`config.mk`:
```
export PLATFORM = sky130hd
export DESIGN_NAME = pavio
export DESIGN_NICKNAME = d
export VERILOG_FILES = /design/src/rtl/pavio_pkg.sv /design/src/rtl/pavio_prescaler.sv /design/src/rtl/pavio.sv
export SDC_FILE = /design/constraint.sdc
export NUM_CORES = 1
export LEC_CHECK = 0
export ABC_AREA = 0
export BUFFER_PORTS_ARGS = -buffer_cell sky130_fd_sc_hd__buf_2
export CORE_MARGIN = 1.5
export CORE_UTILIZATION = 53
export DETAILED_ROUTE_END_ITERATION = 10
export PLACE_DENSITY = 0.75
export SLEW_MARGIN = 30
export SYNTH_ARGS = -nofsm -noshare
export SYNTH_HDL_FRONTEND = slang
export SYNTH_SLANG_ARGS = --single-unit
```
`constraint.sdc`:
```
create_clock -name clk -period 2.75 [get_ports clk]
set_input_delay 0.55 -clock clk [delete_from_list [all_inputs] [get_ports clk]]
set_output_delay 0.55 -clock clk [all_outputs]
set_load 0.01 [all_outputs]
```
`src/rtl/pavio_pkg.sv`:
```
// Shared types, constants and helpers for the pavio fuse-countdown block.
package pavio_pkg;

   typedef enum logic [1:0] {
      IDLE     = 2'd0,
      BURNING  = 2'd1,
      EXPLODED = 2'd2,
      DEFUSED  = 2'd3
   } pavio_state_t;

   localparam logic [2:0] PAVIO_STEPS = 3'd7;

   // Thermometer code with the n lowest bits lit; n = 7 lights the whole bar.
   function automatic logic [6:0] therm7(logic [2:0] n);
      logic [7:0] one_hot;
      one_hot = 8'd1 << n;
      return one_hot[6:0] - 7'd1;
   endfunction

endpackage

```
`src/rtl/pavio_prescaler.sv`:
```
// Fuse-step divider: counts 0..TICK_DIV-1 while enabled and pulses tick on the last count.
module pavio_prescaler #(
   parameter int TICK_DIV = 50_000_000,
   parameter int CW       = $clog2(TICK_DIV)
) (
   input  logic          clk,
   input  logic          reset,
   input  logic          en,
   output logic          tick,
   output logic [CW-1:0] count
);

   localparam logic [CW-1:0] LAST = CW'(TICK_DIV - 1);

   logic [CW-1:0] cnt_q, cnt_d;

   assign tick  = en && (cnt_q == LAST);
   assign count = cnt_q;

   always_comb begin
      cnt_d = (!en || tick) ? '0 : cnt_q + CW'(1);
   end

   // NOTE: synchronous reset lives inside the clocked block; nonblocking only.
   always_ff @(posedge clk) begin
      if (reset) cnt_q <= '0;
      else       cnt_q <= cnt_d;
   end

endmodule

```
`src/rtl/pavio.sv`:
```
// Fuse-countdown generator: burns a 7-LED bar down one LED per prescaler tick.
// Define PAVIO_BLINK_EN to blink the last two LEDs during the second half of each step.
module pavio
   import pavio_pkg::*;
#(
   parameter int TICK_DIV = 50_000_000
) (
   input  logic       clk,
   input  logic       reset,
   input  logic       arm,
   input  logic       defuse,
   input  logic       clear,
   output logic [6:0] leds,
   output logic       explosion,
   output logic       burning,
   output logic       defused
);

   localparam int CW = $clog2(TICK_DIV);

`ifdef PAVIO_BLINK_EN
   localparam bit BLINK_EN = 1'b1;
`else
   localparam bit BLINK_EN = 1'b0;
`endif

   localparam logic [CW-1:0] HALF = CW'(TICK_DIV / 2);

   pavio_state_t  state_q, state_d;
   logic [2:0]    rem_q, rem_d;
   logic [6:0]    leds_q, leds_d;
   logic          explosion_q, burning_q, defused_q;

   logic          presc_en;
   logic          tick;
   logic [CW-1:0] presc_cnt;
   logic [CW-1:0] cnt_nxt;

   // A defuse zeroes the divider on the same edge, so it is 0 in every state but BURNING.
   assign presc_en = (state_q == BURNING) && !defuse;

   pavio_prescaler #(
      .TICK_DIV (TICK_DIV),
      .CW       (CW)
   ) u_prescaler (
      .clk   (clk),
      .reset (reset),
      .en    (presc_en),
      .tick  (tick),
      .count (presc_cnt)
   );

   // Count value the divider will hold after this edge; blink phase keys off it.
   assign cnt_nxt = tick ? '0 : presc_cnt + CW'(1);

   // NOTE: every combinational output gets a default first so no latch is inferred.
   always_comb begin
      state_d = state_q;
      rem_d   = rem_q;
      leds_d  = leds_q;
      case (state_q)
         IDLE: begin
            if (arm) begin
               state_d = BURNING;
               rem_d   = PAVIO_STEPS;
               leds_d  = therm7(PAVIO_STEPS);
            end
         end
         BURNING: begin
            if (defuse) begin
               state_d = DEFUSED;
            end else begin
               if (tick) rem_d = rem_q - 3'd1;
               if (tick && rem_q == 3'd1) begin
                  state_d = EXPLODED;
                  leds_d  = '0;
               end else if (BLINK_EN && rem_d <= 3'd2 && cnt_nxt >= HALF) begin
                  leds_d = '0;
               end else begin
                  leds_d = therm7(rem_d);
               end
            end
         end
         EXPLODED, DEFUSED: begin
            if (clear) begin
               state_d = IDLE;
               rem_d   = '0;
               leds_d  = '0;
            end
         end
         default: state_d = IDLE;
      endcase
   end

   always_ff @(posedge clk) begin
      if (reset) begin
         state_q     <= IDLE;
         rem_q       <= '0;
         leds_q      <= '0;
         explosion_q <= 1'b0;
         burning_q   <= 1'b0;
         defused_q   <= 1'b0;
      end else begin
         state_q     <= state_d;
         rem_q       <= rem_d;
         leds_q      <= leds_d;
         explosion_q <= (state_d == EXPLODED);
         burning_q   <= (state_d == BURNING);
         defused_q   <= (state_d == DEFUSED);
      end
   end

   assign leds      = leds_q;
   assign explosion = explosion_q;
   assign burning   = burning_q;
   assign defused   = defused_q;

endmodule
```
Word level (Yosys, flattened, before mapping)
Cells that the tools add are included.
{"block": "word_totals", "out_inout_bits": 10, "reg_bits": 41}
{"block": "op_classes", "reduce_logical": 10, "n_addsub": 3, "n_eq_ne": 11, "n_shift": 1, "mux": 17}
{"operator": "$mux W7", "count": 4}
{"operator": "$add A26 B1 Y26 const B", "count": 1}
{"operator": "$eq A26 B26 Y1 const B", "count": 1}
{"operator": "$pmux W7 S3", "count": 1}
{"operator": "$mux W3", "count": 6}
{"operator": "$pmux W3 S3", "count": 1}
{"operator": "$eq A2 B2 Y1 const B", "count": 4}
{"operator": "$mux W2", "count": 4}
{"operator": "$shl A1 B3 Y7 const A", "count": 1}
{"operator": "$sub A7 B1 Y7 const B", "count": 1}
{"operator": "$ne A2 B2 Y1 const B", "count": 3}
{"operator": "$pmux W2 S3", "count": 1}
{"operator": "$eq A2 B1 Y1 const B", "count": 2}
{"operator": "$reduce_or A2 Y1", "count": 2}
{"operator": "$eq A3 B1 Y1 const B", "count": 1}
{"operator": "$logic_and A1 B1 Y1", "count": 3}
{"operator": "$reduce_and A3 Y1", "count": 1}
{"operator": "$sub A3 B1 Y3 const B", "count": 1}
{"operator": "$logic_not A1 Y1", "count": 2}
{"operator": "$logic_not A2 Y1", "count": 1}
{"operator": "$logic_or A1 B1 Y1", "count": 1}

Logic depth before layout (Yosys ltp)
{"block": "depth", "word_depth": 11, "depth_mapped": 14, "ltp_nobuf": 12}

Modules after synthesis
A second synthesis with hierarchy kept.
{"block": "unflattened", "cells_unflattened": 250, "area_unflattened_um2": 2173.3}
{"mod": "pavio_prescaler", "area_each_um2": 1253.7, "cells_each": 148, "n_inst": 1, "seq_area_each_um2": 520.5}
{"mod": "pavio", "area_each_um2": 919.6, "cells_each": 102, "n_inst": 1, "seq_area_each_um2": 300.3}

Worst setup path before layout
No wires, ideal clock.
{"block": "synth_timing", "path_kind": "reg2reg", "from": "register u_prescaler.cnt_q[9], in the netlist u_prescaler.count[9]", "to": "register leds_q[4], in the netlist leds[4]", "path_stages_with_launch": 13, "t_arrival_ns": 2.702, "required_ns": 2.680, "setup_ns": 0.070, "setup_slack_ns": -0.021, "path_buffers": 1, "period_less_slack_ns": 2.771, "cell_sequence": "dfxtp_1 -> or4b_4 -> nor4_4 -> nand3_1 -> and3_1 -> a21oi_1 -> ha_1 -> clkbuf_1 -> mux2i_1 -> a32oi_1 -> nand2_1 -> o21ai_0 -> a21oi_1"}
{"block": "synth_between", "elab_chain_len": 10}
{"element": "start, declared", "line_no": "pavio_prescaler.sv:15", "text": "logic [CW-1:0] cnt_q, cnt_d;"}
{"element": "start signal, assigned", "line_no": "pavio_prescaler.sv:27", "text": "else cnt_q <= cnt_d;"}
{"element": "$eq A26 B26 Y1 *", "line_no": "pavio_prescaler.sv:17", "text": "assign tick = en && (cnt_q == LAST);"}
{"element": "$logic_and A1 B1 Y1 *", "line_no": "pavio_prescaler.sv:17"}
{"element": "$mux W3", "line_no": "pavio.sv:73", "text": "if (tick) rem_d = rem_q - 3'd1;"}
{"element": "$mux W3", "line_no": "pavio.sv:70", "text": "if (defuse) begin"}
{"element": "$mux W3", "line_no": "pavio.sv:61", "text": "case (state_q)"}
{"element": "$shl A1 B3 Y7", "line_no": "pavio_pkg.sv:16", "text": "one_hot = 8'd1 << n;"}
{"element": "$sub A7 B1 Y7", "line_no": "pavio_pkg.sv:17", "text": "return one_hot[6:0] - 7'd1;"}
{"element": "$mux W7 *", "line_no": "pavio.sv:74", "text": "if (tick && rem_q == 3'd1) begin"}
{"element": "$mux W7 *", "line_no": "pavio.sv:70"}
{"element": "$pmux W7 S3 *", "line_no": "pavio.sv:61"}
{"element": "end signal, assigned", "line_no": "pavio.sv:106", "text": "leds_q <= leds_d;"}
{"element": "end, declared", "line_no": "pavio.sv:31", "text": "logic [6:0] leds_q, leds_d;"}
Every way passes the cells marked *; elsewhere a longest branch is shown, timed or not. The select of a mux whose other input is x is not followed.
A chain may end at the register's enable or synchronous reset.

Final worst setup path
{"block": "layout_timing", "from": "register u_prescaler.cnt_q[13], in the netlist u_prescaler.count[13]", "to": "register leds_q[2], in the netlist leds[2]"}
Same word-level chain as after synthesis.

==> metrics.md <==
| Metric | Value |
|---|---|
| P_sw | 0.4007 mW |
| Detailed-route via count | 1834 |
| Switch share | 29.10% |
| Maximum clock rate | 0.3709 GHz |
| Initial DRC Count | 120 |
| Routability cong. | 0.8733 |
| EDFF count, synth | 0 |
| Syn_nets | 263 |
| Data arrival, critical path | 2.90 ns |
| Gr usage total | 21.52% |
| Element type at the critical path end | flip-flop |
| Initial antenna violation count | 0 |
| Post-synth ARST share | 0% |
| Mean area per synthesized cell | 8.330 sq um |
| Syn Inst Count | 254 |
| DRC violations left | 0 |
| Share of cells above drive strength 1 | 18.77% |
| Internal | 0.9760 mW |
| Final Skew | 0.007901 ns |
| Synth cell count leaders | dfxtp_1 (41), nor2_1 (41), nand2_1 (19), xor2_1 (14) |
| R2r setup slk | 0.05 ns |
| First-pass GRT wire length | 7.196 mm |
| Final hold violation count | 0 |
| Kind of critical path | flip-flop to flip-flop |
| Cell Area, Synth | 0.002116 sq mm |
| Worst R2R Start | u_prescaler.count[13]$_SDFF_PP0_ |
| Reg2reg path depth | 11 |
| DRT Pass-1 Iters | 4 |
| Worst slew margin | 59.50% |
| HPWL after DPL | 3.010 mm |
| DR WL/cell | 13.27 um |
| Antenna Diode Count | 0 |
| Final Slew Violations | 0 |
| #FFs+latches synth | 41 |
| Clock Latency Late Sink | 0.29 ns |
| Hold Path Depth | 1 |
| Vias in the first global route | 1683 |
| Tmin final | 2.696 ns |
| Warnings, synthesis | 0 |
| Clock Sinks | 41 |
| Highest net fanout along the worst path | 6 |
| GRT overflow | 0 |
| Seq/Total Area, Yosys | 38.79% |
| Worst-path clk slew | 0.07 ns |
| Largest net degree at the start of global routing | 27 |
| Gate power share | 21.9% |
| Remaining antenna violation count | 0 |
| CTS root buf | clkbuf_8 |
| Post-Layout Cell Count | 325 |
| Post-synth top flop | dfxtp_1 |
| Worst VDD drop | 0.3437 mV |
| DIE HEIGHT | 66.18 um |
| FP Rows | 22 |
| I/O pin count | 15 |
| Nets@finish | 285 |
| Post-route clock period utilization | 98.04% |
| Area Growth Syn to Fin | 16.20% |
| Clk pwr share | 31.0% |
| Worst r2r dst | leds[2]$_SDFFE_PP0P_ |
| Synth top area share | 38.79% |
| Die area | 0.004380 sq mm |
| IO buf count | 14 |
| Clk buf depth | 2 |
| Chip Width | 66.18 um |
| Lkg Pwr | 0.9211 nW |
| Sequential Power Share | 47.1% |
| Vias per cell | 5.643 |
| Status | finished, final reports clean |
| Final setup viols | 0 |
| CTS Hold Bufs | 0 |
| H-tree depth | 2 |
| TritonCTS buffer count | 5 |
| Max_cap viols | 0 |
| Worst setup SP type | flip-flop |
| Critical hold path startpoint | leds[3]$_SDFFE_PP0P_ |
| Hold Path End | leds[3]$_SDFFE_PP0P_ |
| Area leader, netlist | dfxtp_1 |
| Path type of the worst min-delay path | flip-flop to flip-flop |
| Wirelength, routed | 4.313 mm |
| WP data required | 2.96 ns |
| Core Footprint | 0.003744 sq mm |
| Distinct cells, synth | 46 |
| Sum Neg Setup Slack | 0 ns |
| TritonCTS clock tree | done |
| Transition time of the tightest slew-check pin | 0.5990 ns |
| P per Cell Area | 560.0 mW/mm^2 |
| Placed instance count | 316 |
| Largest cells by area after synthesis | dfxtp_1 (39%), nor2_1 (7.3%), xor2_1 (5.8%), xnor2_1 (4.6%), nand2_1 (3.4%) |
| Starting Density | 56.52% |
flip-flops by register name, indices dropped and copies added (netlist names):
name	count
rem_q	3
u_prescaler.count	26
leds	7
explosion	1
burning	1
state_q	2
defused	1
timing repair:
action	4_1_cts	5_1_grt
setup endpoints to repair	0	3
setup buffers	0	1
gates resized for setup	0	19
critical path, cell delays in order (launching register included):
cell and delay [ns]:
dfxtp_2 0.34, or4bb_4 0.55, nor4_4 0.34, nand3_2 0.14, buf_6 0.15, nor2_4 0.13, a21oi_2 0.09, ha_4 0.18
clkbuf_4 0.17, nor4_1 0.33, mux2i_1 0.12, o31ai_1 0.08
layout by cell type (no fill, tap or decap), types with 4 or more instances in the layout:
master,synthesis,final
a21oi_1,9,7
and2_1,4,4
and3_1,11,11
buf_2,4,14
buf_4,0,11
clkbuf_8,0,7
dfxtp_1,41,38
inv_1,6,6
mux2i_1,7,7
nand2_1,19,19
nand3_1,8,7
nand4_1,7,7
nor2_1,41,40
nor3_1,10,9
o21ai_0,9,8
xnor2_1,11,11
xor2_1,14,14
area by class of cell:
type | instances | area [sq um]
sequential | 41 | 824.5
multi-input combinational | 195 | 1279
clock buffer | 7 | 96.34
inverter | 6 | 22.52
fill | 340 | 1285
clock inverter | 1 | 5.005
timing repair buffer | 27 | 171.4
tap | 48 | 60.06
per-stage QoR:
| step | cell area, sq um | hold WS, ns | utilization (%) | setup WS, ns | total power, mW |
|---|---|---|---|---|---|
| after global placement | 2278 | 0.4371 | 60.86 | 0.1464 | 0.9240 |
| final | 2459 | 0.4572 | 65.68 | 0.05400 | 1.377 |
| after global routing | 2459 | 0.4997 | 65.68 | -0.1322 | 1.448 |
| after CTS | 2380 | 0.4619 | 63.57 | 0.05925 | 1.357 |
| after detailed placement | 2278 | 0.4421 | 60.86 | 0.07066 | 0.9286 |
| after floorplan | 2117 | 0.4295 | - | 0.09716 | 0.8553 |
logic make-up (layout without fill, tap and decap cells):
kind of cell,count (synthesis),in the layout,synth area share (%)
multiplexers,7,7,3.312
AND/OR/NAND/NOR,123,123,30.46
AO/OA/AOI/OAI,36,36,10.94
flip-flops,41,41,38.79
XOR/XNOR,25,25,10.35
adder cells (fa/ha/maj),4,4,2.366
buffers and inverters,18,41,3.785
power by group through the flow:
| stage | Sequential, mW | Combinational, mW | Clock (mW) |
|---|---|---|---|
| after floorplan | 0.662 | 0.194 | 0 |
| after global placement | 0.662 | 0.262 | 0 |
| after detailed placement | 0.663 | 0.266 | 0 |
| after CTS | 0.649 | 0.267 | 0.441 |
| after global routing | 0.653 | 0.332 | 0.464 |
| final | 0.649 | 0.302 | 0.426 |
how the worst max path moves through the flow:
| stage | start | to | slack [ns] | cells after the start |
|---|---|---|---|---|
| after floorplan | u_prescaler.count[9]$_SDFF_PP0_ | leds[4]$_SDFFE_PP0P_ | 0.1 | 12 |
| final | u_prescaler.count[13]$_SDFF_PP0_ | leds[2]$_SDFFE_PP0P_ | 0.05 | 11 |
| after global placement | u_prescaler.count[18]$_SDFF_PP0_ | leds[4]$_SDFFE_PP0P_ | 0.15 | 11 |
| after detailed placement | u_prescaler.count[18]$_SDFF_PP0_ | leds[4]$_SDFFE_PP0P_ | 0.07 | 11 |
| after global routing | u_prescaler.count[16]$_SDFF_PP0_ | leds[2]$_SDFFE_PP0P_ | -0.13 | 11 |
| after CTS | u_prescaler.count[18]$_SDFF_PP0_ | leds[4]$_SDFFE_PP0P_ | 0.06 | 11 |
metal layers:
layer  track usage (%)  routed length [um]
met5                 0                   0
met3             4.770                 136
met2             35.75                2026
met1             25.90                2025
met4             10.97                 125
Note: power is estimated with default switching activity, not from simulation.
